[config.mk]
export PLATFORM = sky130hd
export DESIGN_NAME = debug_dump_uart
export DESIGN_NICKNAME = d
export VERILOG_FILES = /design/src/rtl/debug_dump_uart.sv
export SDC_FILE = /design/constraint.sdc
export NUM_CORES = 1
export LEC_CHECK = 0
export ABC_AREA = 1
export CAP_MARGIN = 20
export CORE_AREA = 2 2 119 121
export DETAILED_ROUTE_END_ITERATION = 7
export DIE_AREA = 0 0 121 123
export GPL_TIMING_DRIVEN = 0
export SLEW_MARGIN = 20
export SYNTH_ARGS = -nofsm -noshare
export SYNTH_HDL_FRONTEND = slang
export SYNTH_SLANG_ARGS = --single-unit
[constraint.sdc]
create_clock -name clk -period 8.05 [get_ports clk]
set_clock_uncertainty 0.2 [all_clocks]
set_input_delay 2.415 -clock clk [delete_from_list [all_inputs] [get_ports clk]]
set_output_delay 2.415 -clock clk [all_outputs]
set_load 0.05 [all_outputs]
[src/rtl/debug_dump_uart.sv]
// Debug register dumper: sweeps the computer's debug register port and streams
// sync byte 0xA5, all registers and a fetchPC snapshot as one 8N1 UART frame.
module debug_dump_uart #(
  parameter int unsigned CLKS_PER_BIT  = 868,
  parameter int unsigned NUM_REGS      = 16,
  parameter int unsigned SETTLE_CYCLES = 1
) (
  input  logic        clk,
  input  logic        reset,
  input  logic        start,
  input  logic [31:0] debug_reg_out,
  input  logic [31:0] fetchPC,
  output logic [3:0]  debug_reg_select,
  output logic        tx,
  output logic        busy,
  output logic        done
);

  localparam int unsigned TW = (CLKS_PER_BIT > 1) ? $clog2(CLKS_PER_BIT) : 1;
  localparam int unsigned SW = $clog2(SETTLE_CYCLES + 1);
  localparam logic [TW-1:0] BIT_LAST    = TW'(CLKS_PER_BIT - 1);
  localparam logic [SW-1:0] SETTLE_LAST = SW'(SETTLE_CYCLES - 1);
  localparam logic [4:0]    REG_LAST    = 5'(NUM_REGS - 1);
  localparam logic [7:0]    SYNC_BYTE   = 8'hA5;

  typedef enum logic [2:0] {
    IDLE, TX_START, TX_DATA, TX_STOP, SELECT, CAPTURE, FINISH
  } state_t;

  state_t        state_q;
  logic [TW-1:0] timer_q;
  logic [SW-1:0] settle_q;
  logic [2:0]    bit_idx_q;
  logic [1:0]    byte_idx_q;
  logic [7:0]    shift_q;
  logic [31:0]   pc_snap_q;
  logic [31:0]   word_snap_q;
  logic [4:0]    reg_idx_q;
  logic          sync_q;
  logic          pc_word_q;
  logic          tx_q;
  logic          busy_q;
  logic          done_q;

  logic [1:0]    byte_nxt_d;
  logic [7:0]    byte_data_d;
  logic          bit_end_d;

  always_comb begin
    byte_nxt_d  = byte_idx_q - 2'd1;
    byte_data_d = word_snap_q[{byte_nxt_d, 3'b000} +: 8];
    bit_end_d   = (timer_q == BIT_LAST);
  end

  always_ff @(posedge clk or posedge reset) begin
    if (reset) begin
      state_q     <= IDLE;
      timer_q     <= '0;
      settle_q    <= '0;
      bit_idx_q   <= '0;
      byte_idx_q  <= '0;
      shift_q     <= '0;
      pc_snap_q   <= '0;
      word_snap_q <= '0;
      reg_idx_q   <= '0;
      sync_q      <= 1'b0;
      pc_word_q   <= 1'b0;
      tx_q        <= 1'b1;
      busy_q      <= 1'b0;
      done_q      <= 1'b0;
    end else begin
      done_q <= 1'b0;
      case (state_q)
        IDLE: begin
          if (start) begin
            pc_snap_q <= fetchPC;
            busy_q    <= 1'b1;
            shift_q   <= SYNC_BYTE;
            sync_q    <= 1'b1;
            pc_word_q <= 1'b0;
            timer_q   <= '0;
            tx_q      <= 1'b0;
            state_q   <= TX_START;
          end
        end
        TX_START: begin
          if (bit_end_d) begin
            timer_q   <= '0;
            tx_q      <= shift_q[0];
            shift_q   <= shift_q >> 1;
            bit_idx_q <= '0;
            state_q   <= TX_DATA;
          end else begin
            timer_q <= timer_q + TW'(1);
          end
        end
        TX_DATA: begin
          if (bit_end_d) begin
            timer_q <= '0;
            if (bit_idx_q == 3'd7) begin
              tx_q    <= 1'b1;
              state_q <= TX_STOP;
            end else begin
              tx_q      <= shift_q[0];
              shift_q   <= shift_q >> 1;
              bit_idx_q <= bit_idx_q + 3'd1;
            end
          end else begin
            timer_q <= timer_q + TW'(1);
          end
        end
        TX_STOP: begin
          if (bit_end_d) begin
            timer_q <= '0;
            // Next-byte priority: sync -> reg 0, rest of word, PC done, PC word, next reg.
            if (sync_q) begin
              sync_q    <= 1'b0;
              reg_idx_q <= '0;
              settle_q  <= '0;
              state_q   <= SELECT;
            end else if (byte_idx_q != 2'd0) begin
              byte_idx_q <= byte_nxt_d;
              shift_q    <= byte_data_d;
              tx_q       <= 1'b0;
              state_q    <= TX_START;
            end else if (pc_word_q) begin
              busy_q  <= 1'b0;
              done_q  <= 1'b1;
              state_q <= FINISH;
            end else if (reg_idx_q == REG_LAST) begin
              pc_word_q   <= 1'b1;
              word_snap_q <= pc_snap_q;
              shift_q     <= pc_snap_q[31:24];
              byte_idx_q  <= 2'd3;
              tx_q        <= 1'b0;
              state_q     <= TX_START;
            end else begin
              reg_idx_q <= reg_idx_q + 5'd1;
              settle_q  <= '0;
              state_q   <= SELECT;
            end
          end else begin
            timer_q <= timer_q + TW'(1);
          end
        end
        SELECT: begin
          if (settle_q == SETTLE_LAST) begin
            settle_q <= '0;
            state_q  <= CAPTURE;
          end else begin
            settle_q <= settle_q + SW'(1);
          end
        end
        CAPTURE: begin
          word_snap_q <= debug_reg_out;
          shift_q     <= debug_reg_out[31:24];
          byte_idx_q  <= 2'd3;
          tx_q        <= 1'b0;
          state_q     <= TX_START;
        end
        FINISH: begin
          state_q <= IDLE;
        end
        default: begin
          state_q <= IDLE;
        end
      endcase
    end
  end

  assign debug_reg_select = reg_idx_q[3:0];
  assign tx               = tx_q;
  assign busy             = busy_q;
  assign done             = done_q;

endmodule
==> out/metrics.cfg <==
[clocking]
clk_pin_slew_ps = 70
cts_resized = 0
clock-root-buffer = clkbuf_16
clkLatencyLatePin_ps = 350
cts_post_setup_buffers_inserted = 0
cts_buffers = 9
htreeDepth = 3
clk_path_buf_depth = 2
cts_sinks = 100
cts_tree = yes
ctsHoldBuffers = 0

[floorplan]
start_util = 0.3929
die_area_um2 = 14880
die_h_um = 123
rows = 43
io_pins = 74
fp.dieW_um = 121
fp.coreArea_um2 = 13610

[setup_path]
required_ps = 5430
r2r_start = byte_idx_q[0]
crit_chain = buf_4 > clkdlybuf4s50_1
cp_slowest_stage_delay_ps = 780
critPathTopFamily = buffers and inverters
crit_buf_inv = 2
path_max_fanout = 6
worst_path_max_delay_cell = clkdlybuf4s50_1
critPathLaunchType = register
end_kind = output port
worstSetupStartpoint = reg_idx_q[2]
arrival_ps = 1700
path_class = reg -> out

[grt]
track_usage = 0.2014
met2_usage = 0.3065
antenna_found_initial = 0
grt_pass1_vias = 4809
grt_pass1_wl_mm = 23.53
use_met1 = 0.2834
grt_max_degree = 81
grt-busiest-layer = met2
grt_overflow_total = 0
grt_use_met3 = 0.04197

[pwr]
p_total_mw = 1.023
peakVddDrop_mv = 0.1032
powerDensity_nw_per_um2 = 154.1
p_leak_nw = 3.341

[drt]
drt-wirelength-per-cell_um = 13.69
first_pass_iters = 5
ant_nets = 0
drc = 0
drt_iter0_drc = 229
routed_via_density = 4.952
routed_wl_mm = 14.20
num_vias = 5135

[layout]
seq_area_um2 = 2504
antenna_cells = 0
multiInputGateArea_um2 = 2471
drive_above_1_share = 0.05251
syn2layout_area_growth_pct = 24.12
fill_cells = 1416
finish.net_count = 926

[synthesis]
synth_nets = 841
synth-seq-cells = 100
syn_area_um2 = 5348
ys_warn_count = 0
synth_top_area_frac = 0.4633
seq_area_frac_synth = 0.4682
synth_top_area_cell = dfrtp_1
yosys-top-cells-area = dfrtp_1 46%, nand2_1 27%, nand3_1 7.2%, inv_1 3.5%, o21ai_0 3.4%
synthDistinctLibCells = 26
synth.avg_cell_area_um2 = 6.972
syn_inst = 767

[timing]
finalCritPeriodShare = 0.5359
slew_violations = 0
finalSetupViolCount = 0
setup_ws_ps = 3736
hold_viol = 0
fin_setup_tns_ps = 0
slew_headroom = 0.6009
max_slew.worst_pin.slew_ps = 595.1
period_needed_ps = 4314
rsz0062_at_grt = no
max_freq_mhz = 231.8

[placement]
io_buffers = 73
dp_hpwl_mm = 10.81
pre_cts_ws_ps = 3640
finalWeightedCongestion = 0.8621

[status]
status = finished clean

[job]
maxCapViolCount = 0

[min_path]
hold_path_class = reg -> reg
worstHoldStart = word_snap_q[28]

final timing paths:
check	endpoint	slack, ps	cells past startpoint
worst max-delay path	debug_reg_select[2]	3740	2
worst min-delay path	word_snap_q[28]	280	2
worst max register to register	word_snap_q[20]	5080	10
worst min register to register	word_snap_q[28]	280	2
max in group asynchronous	tx	4800	3
min in group asynchronous	pc_snap_q[14]	2170	2
cells in the mapped netlist:
library cell and count:
nand4_1 5, o22ai_1 2, clkinv_1 2, o21bai_1 4
dfstp_2 1, nor2_1 24, o21ai_1 10, a21oi_1 11
nor3_1 5, nor2_2 2, inv_1 50, dfrtp_1 99
buf_4 4, or2_2 1, clkbuf_1 18, buf_2 13
xor2_1 2, nand3_2 1, nor3b_1 1, o21ai_0 36
nand3_1 77, o21ai_2 1, o31ai_2 1, ha_1 7
nand2_1 386, inv_2 4
sequential cells by signal, summed over array words and instances, names as in the netlist:
signal,count
byte_idx_q,2
pc_word_q,1
tx,1
done,1
reg_idx_q,5
bit_idx_q,3
pc_snap_q,32
state_q,3
shift_q,8
word_snap_q,32
sync_q,1
busy,1
timer_q,10
worst min-delay path: stages (launching register included):
cell	delay [ps]
dfrtp_1	350
nand2_1	50
nand2_1	50
cell families after synthesis:
logic type                 after synthesis  share of synthesized area
AOI/OAI and AO/OA                       65                    0.06528
xor gates and xnor gates                 2                   0.003276
buffers and inverters                   91                    0.06972
adders and majority gates                7                    0.01638
and+or+nand+nor                        502                     0.3772
DFF                                    100                     0.4682
area by class of cell:
| class | count | share of cell area |
|---|---|---|
| sequential | 100 | 0.3772 |
| multi-input combinational | 576 | 0.3723 |
| timing repair buffer | 74 | 0.1142 |
| clock buffer | 10 | 0.03450 |
| tap | 180 | 0.03393 |
| inverter | 56 | 0.03242 |
| buffer | 35 | 0.02451 |
| clock inverter | 6 | 0.01093 |
power breakdown:
group	leakage (nW)	internal [mW]	switching (mW)
logic	2.06	0.0360	0.0271
registers	1.13	0.511	0.00429
clock network	0.143	0.244	0.200
total	3.34	0.791	0.232
layout by cell type, fill, tap and decap left out, types with 2 or more instances in the layout:
cell type	count
nand3_1	77
o21ai_0	36
clkbuf_16	9
o22ai_1	2
inv_6	2
inv_1	49
nand4_1	5
buf_4	4
o21ai_1	10
clkbuf_1	19
dfrtp_1	99
nor2_2	2
nor3_1	5
xor2_1	2
ha_1	7
nand2_1	386
clkinv_1	2
clkinv_4	3
clkdlybuf4s50_1	73
nor2_1	24
inv_2	4
a21oi_1	11
buf_2	13
o21bai_1	4
layer usage:
metal  routed length (um)  vias up
li1                     -     2582
met1                 6759     2384
met2                 6360      150
met3                  748       19
met4                  330        0
met5                    0        -
per-stage QoR:
stage,hold slack [ps],instance area (um2),utilization,std cells
detailed placement,259.5,6336,0.4655,1021
CTS,276.4,6638,0.4876,1037
global placement,255.4,6304,0.4631,1020
finish,276.1,6638,0.4876,1037
floorplan,241.9,5348,-,767
global route,297.1,6638,0.4876,1037
(Power assumes the default switching activity.)
